**config.mk**
```make
export PLATFORM = sky130hd
export DESIGN_NAME = wc_tile_feeder
export DESIGN_NICKNAME = d
export VERILOG_FILES = /design/src/rtl/wc_tile_feeder.sv
export SDC_FILE = /design/constraint.sdc
export NUM_CORES = 1
export LEC_CHECK = 0
export BUFFER_PORTS_ARGS = -buffer_cell sky130_fd_sc_hd__buf_2
export CAP_MARGIN = 20
export CELL_PAD_IN_SITES_DETAIL_PLACEMENT = 0
export CELL_PAD_IN_SITES_GLOBAL_PLACEMENT = 1
export CORE_UTILIZATION = 43
export CTS_CLUSTER_SIZE = 28
export DETAILED_ROUTE_END_ITERATION = 6
export GPL_ROUTABILITY_DRIVEN = 0
export PLACE_DENSITY = 0.87
export SKIP_CTS_REPAIR_TIMING = 1
export SLEW_MARGIN = 0
export SYNTH_ARGS = -nofsm -noshare
export SYNTH_HDL_FRONTEND = slang
export SYNTH_SLANG_ARGS = --single-unit
```
**constraint.sdc**
```tcl
create_clock -name clk -period 3.8 [get_ports clk]
set_clock_uncertainty 0.15 [all_clocks]
set_input_delay 0.76 -clock clk [delete_from_list [all_inputs] [get_ports clk]]
set_output_delay 0.76 -clock clk [all_outputs]
set_load 0.03 [all_outputs]
```
**src/rtl/wc_tile_feeder.sv**
```systemverilog
// Winograd F(4,3) tile feeder: turns a serial sample stream into overlapping 6-sample tiles
// (stride 4, overlap 2), zero-padding the last tile of each row. Optional: WC_FEED_LEADPAD_EN.
`timescale 1ns/1ps
module wc_tile_feeder #(
  parameter int DW   = 10,
  parameter int TILE = 6,
  parameter int STEP = 4
) (
  input  logic                 clk,
  input  logic                 rst,
  input  logic                 s_valid,
  output logic                 s_ready,
  input  logic [DW-1:0]        s_data,
  input  logic                 s_last,
  output logic                 t_valid,
  input  logic                 t_ready,
  output logic [DW*TILE-1:0]   t_data,
  output logic                 t_last
);

  localparam int WW   = DW * TILE;
  localparam int KEEP = TILE - STEP;

  localparam logic [2:0] CNT_FULL = 3'(TILE);
  localparam logic [2:0] CNT_KEEP = 3'(KEEP);
`ifdef WC_FEED_LEADPAD_EN
  // The window is already zero at row start, so one leading zero sample is just cnt=1.
  localparam logic [2:0] CNT_START = 3'd1;
`else
  localparam logic [2:0] CNT_START = 3'd0;
`endif

  typedef enum logic [1:0] {
    FILL,
    PAD,
    HOLD
  } state_t;

  state_t          state_q, state_d;
  logic [WW-1:0]   win_q, win_d;
  logic [2:0]      cnt_q, cnt_d;
  logic            last_q, last_d;

  logic [2:0]      cnt_inc;
  logic [DW-1:0]   shift_bits;
  logic [WW-1:0]   win_shift;

  // NOTE: combinational logic uses blocking assignments with every output defaulted first,
  // so no latch is inferred; the register block below uses non-blocking assignments only.
  always_comb begin
    state_d    = state_q;
    win_d      = win_q;
    cnt_d      = cnt_q;
    last_d     = last_q;
    cnt_inc    = cnt_q + 3'd1;
    shift_bits = (state_q == FILL) ? s_data : {DW{1'b0}};
    win_shift  = {win_q[WW-DW-1:0], shift_bits};

    case (state_q)
      FILL: begin
        if (s_valid) begin
          win_d = win_shift;
          cnt_d = cnt_inc;
          if (cnt_inc == CNT_FULL) begin
            state_d = HOLD;
            last_d  = s_last;
          end else if (s_last) begin
            state_d = PAD;
          end
        end
      end
      PAD: begin
        win_d = win_shift;
        cnt_d = cnt_inc;
        if (cnt_inc == CNT_FULL) begin
          state_d = HOLD;
          last_d  = 1'b1;
        end
      end
      HOLD: begin
        if (t_ready) begin
          state_d = FILL;
          last_d  = 1'b0;
          if (last_q) begin
            win_d = '0;
            cnt_d = CNT_START;
          end else begin
            // The two newest samples stay in the low slots; four more shifts make them x0,x1.
            win_d = {{(WW - KEEP*DW){1'b0}}, win_q[KEEP*DW-1:0]};
            cnt_d = CNT_KEEP;
          end
        end
      end
      default: state_d = FILL;
    endcase
  end

  always_ff @(posedge clk or posedge rst) begin
    if (rst) begin
      state_q <= FILL;
      win_q   <= '0;
      cnt_q   <= CNT_START;
      last_q  <= 1'b0;
    end else begin
      state_q <= state_d;
      win_q   <= win_d;
      cnt_q   <= cnt_d;
      last_q  <= last_d;
    end
  end

  assign s_ready = (state_q == FILL);
  assign t_valid = (state_q == HOLD);
  assign t_data  = win_q;
  assign t_last  = last_q;

endmodule

```
==> results.yml <==
power_and_ir_drop:
  ir_drop_uv: 420
  powerDensity_nw_per_um2: 964
  p_leak_nw: 1.74
timing:
  fin_hold_ws_ns: 0.284
  min_period_over_period_pct: 62.7
  tightest_slew_ns: 0.803
  rsz0062_at_grt: "no"
  max-slew-margin-rel_pct: 46.5
  finalCriticalPeriod_ns: 2.38
  setup_viol: 0
  hold_viol_final: 0
  max_freq_mhz: 420
  fin_tns_setup_ns: 0
  drv_slew: 0
die:
  fp.dieArea_um2: 6350
  floorplan.core_area_um2: 5680
  die_y_um: 79.7
  die_w_um: 79.7
  num_io_pins: 78
  row_count: 27
  start_util_pct: 45.7
outcome:
  status: "complete, no violations"
detailed_routing:
  drt_iter0_drc: 94
  drc: 0
  wire_per_inst_um: 14.8
  dr_total_vias: 1861
  drt_pre_antenna_iters: 4
  wl_um: 5240
  postRouteAntennaNets: 0
  vias_per_cell: 5.24
synth:
  ys_seq_area_share_pct: 63.7
  yosysWarnings: 0
  synth_area_leaders: "dfrtp_1, a22o_1, nand2_1"
  yosys_register_bits: 66
  synth_top_area_share_pct: 63.7
  ys_types: 28
  syn-num-nets: 222
  syn_inst: 201
  yosysTopAreaCell: "dfrtp_1"
  netlist_area_um2: 2590
  synth_area_per_cell_um2: 12.9
critical_path:
  r2r_slack_ns: 1.59
  arrival_ns: 1.47
  required_ns: 2.89
  setup.worst_path.end_class: "primary output"
  critPathLaunchType: "flip-flop"
  worst_r2r_endpoint: "t_data[4]"
  worstReg2RegStart: "state_q[0]"
  criticalPathCategory: "reg2out"
  crit_fanout: 7
  rr_worst_depth: 5
cts:
  clockBufferDepth: 2
  htree_levels: 3
  clk_pin_slew_worst_paths_ns: 0.07
  cts.sinks: 66
  cts_made_buffers: 9
  insertion_delay_ns: 0.33
  cts_tree: "done"
  cts-root-buf: "clkbuf_8"
placement:
  port_buffers: 77
  hpwlAfterDp_um: 3590
grt:
  grt_first_pass_wirelength_um: 8730
  grt_use_total_pct: 18.3
  grt_max_degree: 46
  grt_overflow: 0
  antenna_found_initial: 0
  grt_pass1_vias: 1706
cells_and_area:
  final-seq-area_um2: 1650
  area_growth_syn_to_layout_pct: 24.1
  n_antenna_cell: 0
  fillers: 499
  drive_gt1_share_pct: 35.3
  multi_input_comb_area_um2: 840
  nets: 300
job:
  maxCapViolations: 0
min_path:
  hp-class: "in2async"
## critical path, cell delays in order (launching register included)
cell,delay [ns]
dfrtp_1,0.41
inv_1,0.10
ha_1,0.36
buf_2,0.27
## placed cells by master (no fill, tap or decap), types with 2 or more instances in the layout
cell type	synthesis	final
a22o_1	50	50
nor2_1	4	4
nand2_1	23	23
dfrtp_1	66	66
nand3_1	2	2
clkbuf_8	0	12
inv_1	5	4
o21ai_0	13	13
buf_2	0	77
ha_1	6	6
buf_4	0	4
a21oi_1	2	2
## where the power goes
part           internal, mW  switching, mW
sequential            0.951          0.194
combinational         0.458          0.901
clock                 0.353          0.248
## cells in the mapped netlist
cell type  count
nand2b_1       1
a31oi_1        1
nand3_1        2
ha_1           6
buf_6          5
nor2b_4        1
a211o_1        1
nor2_1         4
dfrtp_1       66
a22o_1        50
mux2i_1        1
o31ai_1        1
nand2b_2       1
nor3_2         1
nor2b_1        1
buf_1          1
nand3b_1       1
clkbuf_1       8
mux2_2         1
o21ai_0       13
nor4_1         1
a21oi_1        2
o21ai_1        1
xor2_1         1
inv_1          5
o22a_1         1
nand2_1       23
or3b_1         1
## sequential cells by signal, indices dropped and copies added, names as in the netlist
name     flops
state_q      2
t_last       1
cnt_q        3
t_data      60
## per-layer routing
layer / up-vias / track usage (%) / routed length (µm) / share of wire (%)
met1: 898 / 26.7 / 2600 / 50
met2: 64 / 24.7 / 2260 / 43
met5: - / 0 / 0 / 0
li1: 893 / - / - / -
met3: 6 / 4.46 / 300 / 5.7
met4: 0 / 10.4 / 80 / 1.5
## area by class of cell
type | instances | share of cell area (%)
Sequential cell | 66 | 51.3
Inverter | 5 | 0.583
Clock buffer | 13 | 5.25
Multi-Input combinational cell | 116 | 26.1
Clock inverter | 2 | 1.09
Tap cell | 72 | 2.80
Timing Repair Buffer | 81 | 12.9
## cells by family (layout without fill, tap and decap cells)
group / after synthesis / in the layout / share of synthesized area [%]
xor gates and xnor gates: 1 / 1 / 0.338
adders and majority gates: 6 / 6 / 2.89
DFF: 66 / 66 / 63.7
and+or+nand+nor: 37 / 37 / 6.90
buffers and inverters: 19 / 101 / 4.20
AOI/OAI and AO/OA: 70 / 70 / 21.2
muxes: 2 / 2 / 0.820
## metrics by stage
step                      instance area (µm²)  setup slack (ns)  total power, mW  utilization [%]  cells
after detailed placement                 3020              1.54             2.53             53.1    340
after global placement                   3020              1.61             2.50             53.1    340
after global routing                     3220              1.35             3.31             56.7    355
final                                    3220              1.42             3.10             56.7    355
after floorplan                          2590              1.24             2.17                -    201
after CTS                                3220              1.41             3.13             56.7    355
## worst max-delay path by stage
stage               cells after the start  slack (ns)  startpoint        end
finish                                  3        1.42  state_q[0]    t_valid
global route                            3        1.35  state_q[0]    t_valid
CTS                                     3        1.41  state_q[0]    t_valid
detailed placement                      4        1.54     s_valid  t_data[4]
global placement                        4        1.61     s_valid  t_data[7]
floorplan                               1        1.24         rst   cnt_q[0]
Note: power is estimated with default switching activity, not from simulation.
